<file path="config.mk">
export PLATFORM = sky130hd
export DESIGN_NAME = vga_scan_ctrl
export DESIGN_NICKNAME = d
export VERILOG_FILES = /design/src/rtl/vga_pkg.sv /design/src/rtl/scan_align_pipe.sv /design/src/rtl/vga_scan_ctrl.sv
export SDC_FILE = /design/constraint.sdc
export NUM_CORES = 1
export LEC_CHECK = 0
export BUFFER_PORTS_ARGS = -buffer_cell sky130_fd_sc_hd__buf_2
export CAP_MARGIN = 0
export CORE_ASPECT_RATIO = 1.2
export CORE_MARGIN = 2
export CORE_UTILIZATION = 50
export DETAILED_ROUTE_END_ITERATION = 6
export GPL_TIMING_DRIVEN = 0
export MAX_ROUTING_LAYER = met4
export PLACE_DENSITY = 0.75
export REMOVE_ABC_BUFFERS = 1
export SYNTH_ARGS = -nofsm -noshare
export SYNTH_HDL_FRONTEND = slang
export SYNTH_SLANG_ARGS = --single-unit
export TNS_END_PERCENT = 30
</file>
<file path="constraint.sdc">
create_clock -name clk -period 4.6 [get_ports clk]
set_clock_uncertainty 0.2 [all_clocks]
set_input_delay 0.92 -clock clk [delete_from_list [all_inputs] [get_ports clk]]
set_output_delay 0.92 -clock clk [all_outputs]
set_load 0.01 [all_outputs]
</file>
<file path="src/rtl/vga_pkg.sv">
// Shared 720p timing constants and scan types for the VGA output path.
package vga_pkg;

    localparam int unsigned H_ACTIVE     = 1280;
    localparam int unsigned HFP_WIDTH    = 110;
    localparam int unsigned HSYNCH_WIDTH = 40;
    localparam int unsigned HBP_WIDTH    = 220;
    localparam int unsigned H_TOTAL      = H_ACTIVE + HFP_WIDTH + HSYNCH_WIDTH + HBP_WIDTH;

    localparam int unsigned V_ACTIVE     = 720;
    localparam int unsigned VFP_WIDTH    = 5;
    localparam int unsigned VSYNCH_WIDTH = 5;
    localparam int unsigned VBP_WIDTH    = 20;
    localparam int unsigned V_TOTAL      = V_ACTIVE + VFP_WIDTH + VSYNCH_WIDTH + VBP_WIDTH;

    localparam int unsigned POS_W        = 16;

    typedef struct packed {
        logic [POS_W-1:0] h;
        logic [POS_W-1:0] v;
        logic             active;
    } scan_pos_t;

    typedef enum logic [1:0] {
        IDLE  = 2'd0,
        RUN   = 2'd1,
        DRAIN = 2'd2
    } scan_state_t;

endpackage

</file>
<file path="src/rtl/scan_align_pipe.sv">
// Fixed-depth shift register that delays scan positions to match the frame-buffer read latency.
module scan_align_pipe
    import vga_pkg::*;
#(
    parameter int unsigned DEPTH = 1
) (
    input  logic      clk,
    input  logic      reset,
    input  scan_pos_t din,
    output scan_pos_t dout
);

    scan_pos_t stage [DEPTH];

    always_ff @(posedge clk or posedge reset) begin
        if (reset) begin
            for (int i = 0; i < int'(DEPTH); i++) begin
                stage[i] <= '0;
            end
        end else begin
            stage[0] <= din;
            for (int i = 1; i < int'(DEPTH); i++) begin
                stage[i] <= stage[i-1];
            end
        end
    end

    assign dout = stage[DEPTH-1];

endmodule

</file>
<file path="src/rtl/vga_scan_ctrl.sv">
// Scan sequencer: raw H/V counters, pixel-doubled frame-buffer addressing and
// latency-aligned position outputs, with frame-boundary start/stop.
module vga_scan_ctrl #(
    parameter int unsigned H_ACTIVE    = vga_pkg::H_ACTIVE,
    parameter int unsigned H_TOTAL     = vga_pkg::H_TOTAL,
    parameter int unsigned V_ACTIVE    = vga_pkg::V_ACTIVE,
    parameter int unsigned V_TOTAL     = vga_pkg::V_TOTAL,
    parameter int unsigned SCALE_SHIFT = 1,
    parameter int unsigned MEM_LAT     = 1,
    parameter int unsigned ADDR_W      = 18
) (
    input  logic              clk,
    input  logic              reset,
    input  logic              enable,
    output logic [ADDR_W-1:0] rd_addr,
    output logic              rd_en,
    output logic [31:0]       H_pos,
    output logic [31:0]       V_pos,
    output logic              valid_video,
    output logic              frame_start,
    output logic              busy
);

    import vga_pkg::*;

    localparam int unsigned LINE_STEP  = H_ACTIVE >> SCALE_SHIFT;
    localparam int unsigned SCALE_MASK = (1 << SCALE_SHIFT) - 1;

    scan_state_t       state, state_nxt;
    logic [POS_W-1:0]  h_cnt, v_cnt, h_nxt, v_nxt;
    logic [ADDR_W-1:0] line_base, line_base_nxt, rd_addr_nxt;
    logic              rd_en_nxt, busy_nxt;
    logic              line_end, frame_end, base_adv;
    logic              run_in, sof_in;
    logic [MEM_LAT-1:0] run_pipe, sof_pipe, run_pipe_nxt, sof_pipe_nxt;
    scan_pos_t         pipe_in, pipe_out;

    assign line_end  = (h_cnt == POS_W'(H_TOTAL - 1));
    assign frame_end = line_end && (v_cnt == POS_W'(V_TOTAL - 1));
    assign base_adv  = line_end && ((32'(v_cnt) & SCALE_MASK) == SCALE_MASK)
                       && (v_cnt < POS_W'(V_ACTIVE));

    always_ff @(posedge clk or posedge reset) begin
        if (reset) begin
            state <= IDLE;
        end else begin
            state <= state_nxt;
        end
    end

    // Enable low at the last pixel ends scan-out right there, so the frame in
    // flight is always the last one and no extra frame is drained.
    always_comb begin
        state_nxt = state;
        case (state)
            IDLE:    if (enable) state_nxt = RUN;
            RUN:     if (!enable) state_nxt = frame_end ? IDLE : DRAIN;
            DRAIN:   begin
                if (enable)         state_nxt = RUN;
                else if (frame_end) state_nxt = IDLE;
            end
            default: state_nxt = IDLE;
        endcase
    end

    // Next counters/address are computed here so rd_en/rd_addr can be registered
    // yet still track the counters of the same cycle.
    always_comb begin
        h_nxt         = '0;
        v_nxt         = '0;
        line_base_nxt = '0;
        if (state != IDLE && !frame_end) begin
            if (line_end) begin
                v_nxt         = v_cnt + POS_W'(1);
                line_base_nxt = base_adv ? line_base + ADDR_W'(LINE_STEP) : line_base;
            end else begin
                h_nxt         = h_cnt + POS_W'(1);
                v_nxt         = v_cnt;
                line_base_nxt = line_base;
            end
        end

        rd_en_nxt   = (state_nxt != IDLE) && (h_nxt < POS_W'(H_ACTIVE))
                      && (v_nxt < POS_W'(V_ACTIVE));
        rd_addr_nxt = rd_en_nxt ? line_base_nxt + ADDR_W'(h_nxt >> SCALE_SHIFT) : '0;

        run_in       = (state != IDLE);
        sof_in       = run_in && (h_cnt == '0) && (v_cnt == '0);
        run_pipe_nxt = MEM_LAT'({run_pipe, run_in});
        sof_pipe_nxt = MEM_LAT'({sof_pipe, sof_in});
        busy_nxt     = (state_nxt != IDLE) || (|run_pipe_nxt);

        pipe_in.h      = h_cnt;
        pipe_in.v      = v_cnt;
        pipe_in.active = rd_en;
    end

    always_ff @(posedge clk or posedge reset) begin
        if (reset) begin
            h_cnt     <= '0;
            v_cnt     <= '0;
            line_base <= '0;
            rd_en     <= 1'b0;
            rd_addr   <= '0;
            run_pipe  <= '0;
            sof_pipe  <= '0;
            busy      <= 1'b0;
        end else begin
            h_cnt     <= h_nxt;
            v_cnt     <= v_nxt;
            line_base <= line_base_nxt;
            rd_en     <= rd_en_nxt;
            rd_addr   <= rd_addr_nxt;
            run_pipe  <= run_pipe_nxt;
            sof_pipe  <= sof_pipe_nxt;
            busy      <= busy_nxt;
        end
    end

    scan_align_pipe #(
        .DEPTH (MEM_LAT)
    ) u_align (
        .clk   (clk),
        .reset (reset),
        .din   (pipe_in),
        .dout  (pipe_out)
    );

    assign H_pos       = 32'(pipe_out.h);
    assign V_pos       = 32'(pipe_out.v);
    assign valid_video = pipe_out.active;
    assign frame_start = sof_pipe[MEM_LAT-1];

endmodule

</file>
Word-level counts from Yosys, hierarchy flattened
Index checks and enable logic that the tools add are counted.
- register bits after elaboration: 106
- latch bits: 0
- bits in writable memories: 0
- bits in read-only memories: 0
- bits of input ports: 3
- output and inout port bits: 86
- logic and storage cells: 51
- memories kept: 0
- $add $sub $neg: 4
- $mul: 0
- divide/modulo/power cells: 0
- $lt $le $gt $ge: 3
- equality and inequality tests: 4
- shift-type cells: 0
- multiplexer cells: 14
- bitwise logic cells: 0
- reduce and logical (&&, ||, !) cells: 15
- operator list (cell ; count):
    $mux 18 ; 4
    $mux 16 ; 4
    $add 16x1->16 const B ; 2
    $logic_not 16->1 ; 2
    $lt 16x10->1 const B ; 2
    $add 18x10->18 const B ; 1
    $add 18x15->18 ; 1
    $eq 16x10->1 const B ; 1
    $eq 16x11->1 const B ; 1
    $lt 16x11->1 const B ; 1
    $mux 2 ; 5
    $logic_and 1x1->1 ; 8
    $pmux 2 s3 ; 1
    $reduce_bool 2->1 ; 2
    $eq 2x1->1 const B ; 1
    $eq 2x2->1 const B ; 1
    $logic_not 2->1 ; 1
    $logic_not 1->1 ; 1
    $logic_or 1x1->1 ; 1

Logic depth before layout (Yosys ltp)
- depth in word-level cells: 9
- depth in mapped cells: 19
- depth with buffers taken out: 18

Cells and area by module
Synthesis repeated with hierarchy kept, for this count alone.
- cells, all modules: 529
- area total of the unflattened synthesis: 5430.2 sq um
- by module, submodules not included (module ; instances ; cells each ; area an instance (sq um) ; sequential area each (sq um)):
    vga_scan_ctrl ; 1 ; 495 ; 4600.7 ; 1826.8
    scan_align_pipe ; 1 ; 34 ; 829.5 ; 825.8

Worst setup path before layout
Ideal clock, no wire load.
- path kind: reg-to-reg
- from: reg h_cnt[3]
- to: reg rd_addr[17]
- data arrival time: 4.069 ns
- slack: 0.212 ns
- stages on the path, launching flop included: 16
- buffers on the path: 2
- cell sequence: dfrtp_1 > or4_1 > or4_1 > buf_6 > o22ai_1 > clkbuf_1 > nor2_1 > ha_1 > or2_2 > a21boi_0 > a31oi_1 > nor3_1 > o31ai_1 > nor3b_1 > xor2_1 > and2_1
- word-level cells in the longest chain between the ends: 9
- elaborated cells between the ends (all ways): 26
- ends and longest elaborated chain (what ; RTL line ; text):
    start: declaration ; vga_scan_ctrl.sv:30 ; logic [POS_W-1:0] h_cnt, v_cnt, h_nxt, v_nxt;
    start signal: assignment ; vga_scan_ctrl.sv:109 ; h_cnt <= h_nxt;
    parallel branches: the longest is 4 deep, another holds $add 16x1->16 ; -- ;
    $mux 16 (*) ; vga_scan_ctrl.sv:72 ; if (state != IDLE && !frame_end) begin
    via h_nxt[7] ; vga_scan_ctrl.sv:30 ;
    $lt 16x11->1 ; vga_scan_ctrl.sv:83 ; rd_en_nxt = (state_nxt != IDLE) && (h_nxt < POS_W'(H_ACTIVE))
    $logic_and 1x1->1 ; vga_scan_ctrl.sv:83 ;
    $logic_and 1x1->1 ; vga_scan_ctrl.sv:84 ; && (v_nxt < POS_W'(V_ACTIVE));
    $mux 18 (*) ; vga_scan_ctrl.sv:85 ; rd_addr_nxt = rd_en_nxt ? line_base_nxt + ADDR_W'(h_nxt >> SCALE_SHIFT) : '0;
    via rd_addr_nxt[17] ; vga_scan_ctrl.sv:31 ; logic [ADDR_W-1:0] line_base, line_base_nxt, rd_addr_nxt;
    end signal: assignment ; vga_scan_ctrl.sv:113 ; rd_addr <= rd_addr_nxt;
    end: declaration ; vga_scan_ctrl.sv:15 ; output logic [ADDR_W-1:0] rd_addr,
Mark *: on every way through the listed nets, which the timed path passes.

Final worst setup path
- from: reg h_cnt[3]
- to: reg rd_addr[17]
- elaborated cells between the ends (all ways): 26
- RTL lines (what ; RTL line ; text):
    $eq 16x11->1 (*) ; vga_scan_ctrl.sv:38 ; assign line_end = (h_cnt == POS_W'(H_TOTAL - 1));
    $logic_and 1x1->1 ; vga_scan_ctrl.sv:40 ; assign base_adv = line_end && ((32'(v_cnt) & SCALE_MASK) == SCALE_MASK)
    $logic_and 1x1->1 ; vga_scan_ctrl.sv:41 ; && (v_cnt < POS_W'(V_ACTIVE));
    $mux 18 ; vga_scan_ctrl.sv:75 ; line_base_nxt = base_adv ? line_base + ADDR_W'(LINE_STEP) : line_base;
    $mux 18 ; vga_scan_ctrl.sv:73 ; if (line_end) begin
    $mux 18 (*) ; vga_scan_ctrl.sv:72 ;
    via line_base_nxt[12] ; vga_scan_ctrl.sv:31 ;
    $add 18x15->18 (*) ; vga_scan_ctrl.sv:85 ;
    $mux 18 (*) ; vga_scan_ctrl.sv:85 ;
    via rd_addr_nxt[17] ; vga_scan_ctrl.sv:31 ;
Mark *: on every way through the listed nets, which the timed path passes. The rest lies on a longest branch.

==> results.cfg <==
[power]
power.leakage_uw = 0.00305
powerDensity_nw_per_um2 = 312
ir_drop_uv = 192
total_power_uw = 1900

[drt]
route.met3.wl_microns = 551
ant_nets = 0
wl_met2_mm = 5.69
top_layer = met4
wirelength_mm = 11.0
viasPerCell = 5.51
drt_iter0_markers = 151
met1Wirelength_mm = 4.54
num_vias = 3859
drcViolationCount = 0
first_pass_iters = 4
post_drt_wl_per_cell_microns = 15.7

[worst_setup_path]
worst-r2r-cell-count = 13
endpoint_kind = flop
required_ns = 4.65
r2r_setup_slack_ns = 0.12
crit_path_max_fanout = 7
arrival_ns = 4.53
rr_endpoint = rd_addr[17]$_DFF_PP0_
crit_start = h_cnt[3]$_DFF_PP0_
cp-endpoint = rd_addr[17]$_DFF_PP0_
worstSetupStartpointType = flop
critPathKind = reg2reg
worst_r2r_startpoint = h_cnt[3]$_DFF_PP0_

[yosys]
synth_common_cells = 106 x dfrtp_1, 54 x nor2_1, 33 x buf_4, 27 x nand2_1, 24 x xor2_1
synthCells = 509
synth.most_common_cell = dfrtp_1
syn-cell-area_sq_um = 5350
seq_area_frac_synth = 0.496
syn_avg_cell_area_sq_um = 10.5
ys_ff_latch = 106
synth_area_leaders = dfrtp_1 50%, ha_1 5.1%, buf_4 4.6%
synth_top_area_frac = 0.496
synth_top_area_cell = dfrtp_1
yosysWarnings = 0
ys.flop_type = dfrtp_1
synth_edf_count = 0
async_reset_ff_frac = 1.00
ys_types = 56

[global_routing]
grt_pass1_vias = 3654
grt_use_total = 0.201
grt_pass1_wl_mm = 17.6
grt-ovfl-total = 0
grt_max_degree = 65
antenna_found_initial = 0

[placement]
placed_cell_area_sq_um = 5620
dp_cells = 678
gp_congestion = 0.893
portBuffers = 56
dpl.hpwl_mm = 7.88

[die]
initial_core_util = 0.511
die_w_microns = 98.4
die-height_microns = 117
core_sq_um = 10500
ios = 89
rows = 41
die_area_sq_um = 11500

[sta]
grt_setup_unrepaired = no
drv_slew = 0
period_needed_ns = 4.48
hold_violations = 0
fin_crit_sh = 0.974
slew_headroom = 0.521
tightest_slew_ns = 0.712
max_freq_ghz = 0.223
setup_viol = 0

[finish]
area_growth_pct = 13.9
utilization = 0.582
multi_input_area_sq_um = 2530
finalNetCount = 592
drive_gt1_frac = 0.207
layout.cells.non_filler = 700
final_cell_area_sq_um = 6090
nFillCells = 894
antenna_cells = 0
seq_area_sq_um = 2650

[clock_network]
clk_latency_ns = 0.35
cts_tree = done
cts_max_path_buffers = 2
clockRootBuffer = clkbuf_16
cts.sinks = 106
cts-hold-fix-buffers = 0
clk_pin_slew_ns = 0.07
cts_made_buffers = 9
htree_levels = 3

[min_path]
worstHoldStart = rd_en$_DFF_PP0_
min_path_type = reg2reg

[run_status]
run_status = finished, final reports clean

[run]
maxCapViolations = 0
power by group:
part	switching, uW	internal (uW)	leakage [uW]
sequential	20.6	957	0.00146
combinational	99.5	47.3	0.00144
clock	327	448	0.000151
total	447	1450	0.00305
state kept, by name (all words and copies together), names as in the netlist:
signal / count
v_cnt: 16
state: 2
frame_start: 1
line_base: 18
u_align.dout: 33
h_cnt: 16
rd_en: 1
rd_addr: 18
busy: 1
how the worst min path moves through the flow:
stage,to,slack [ns],cells past startpoint
after detailed placement,u_align.dout[0]$_DFF_PP0_,0.18,0
after global placement,u_align.dout[0]$_DFF_PP0_,0.15,0
after floorplan,u_align.dout[11]$_DFF_PP0_,0.20,0
after CTS,u_align.dout[0]$_DFF_PP0_,0.20,0
final,u_align.dout[0]$_DFF_PP0_,0.20,0
after global routing,u_align.dout[0]$_DFF_PP0_,0.21,0
placed cells by master, fill, tap and decap left out, types with 3 or more instances in the layout:
cell type,count
nand4_1,9
and3_1,7
nor4_1,7
nand3_1,15
nor2_1,52
a21oi_1,17
or4_1,4
o211ai_1,3
clkbuf_16,9
nor3_4,3
and4_1,5
nand2_1,27
nor4_2,11
o21ai_0,11
xnor2_1,21
or3_1,8
o31a_1,3
or2_2,5
buf_4,6
nor3_1,11
ha_1,22
nor2b_1,4
and2_1,11
dfrtp_1,106
nor3b_2,3
clkinv_2,3
o21ai_1,4
nor3b_1,3
conb_1,32
a211oi_1,5
o211a_1,3
a31oi_1,3
xor2_1,24
inv_1,15
buf_2,56
critical path: stages (launching register included):
cell       delay [ns]
dfrtp_1          0.44
or4_1            0.59
or4_4            0.64
nand4bb_4        0.30
or2_2            0.37
or3_1            0.32
a21oi_1          0.25
ha_1             0.34
nand3_1          0.14
nor3_4           0.06
o31ai_2          0.31
nor3b_1          0.10
xor2_1           0.15
and2_1           0.16
layer usage:
metal | GRT usage | vias up
met4 | 0.0822 | 0
met1 | 0.234 | 1877
li1 | - | 1833
met3 | 0.0416 | 21
met5 | - | -
met2 | 0.341 | 128
logic make-up (layout without fill, tap and decap cells):
family / count (synthesis) / after routing / share of synthesized area
and+or+nand+nor: 196 / 196 / 0.211
muxes: 2 / 2 / 0.00375
other: 1 / 32 / 0.000702
adders and majority gates: 23 / 23 / 0.0552
buffers and inverters: 65 / 96 / 0.0709
xor gates and xnor gates: 45 / 45 / 0.0737
AOI/OAI and AO/OA: 71 / 71 / 0.0887
DFF: 106 / 106 / 0.496
metrics by stage:
stage / hold slack [ns] / setup slack (ns) / setup TNS, ns
finish: 0.203 / 0.121 / 0
global route: 0.207 / 0.00642 / 0
CTS: 0.201 / -0.00629 / -0.00629
detailed placement: 0.185 / -0.748 / -4.51
global placement: 0.154 / -0.685 / -33.25
floorplan: 0.199 / 0.0731 / 0
cell type report:
class / count / area share
clock buffers: 11 / 0.0415
clock inverters: 5 / 0.00863
inverters: 16 / 0.0103
multi-input cells: 369 / 0.416
flip-flops and latches: 106 / 0.436
well taps: 129 / 0.0265
repair buffers: 64 / 0.0612
repair_timing:
item	in CTS	in global routing
setup buffers	0	6
pin swaps	0	5
resized for setup	10	11
endpoints found under the setup margin	10	5
No activity file was read; power rests on OpenSTA's default activity.
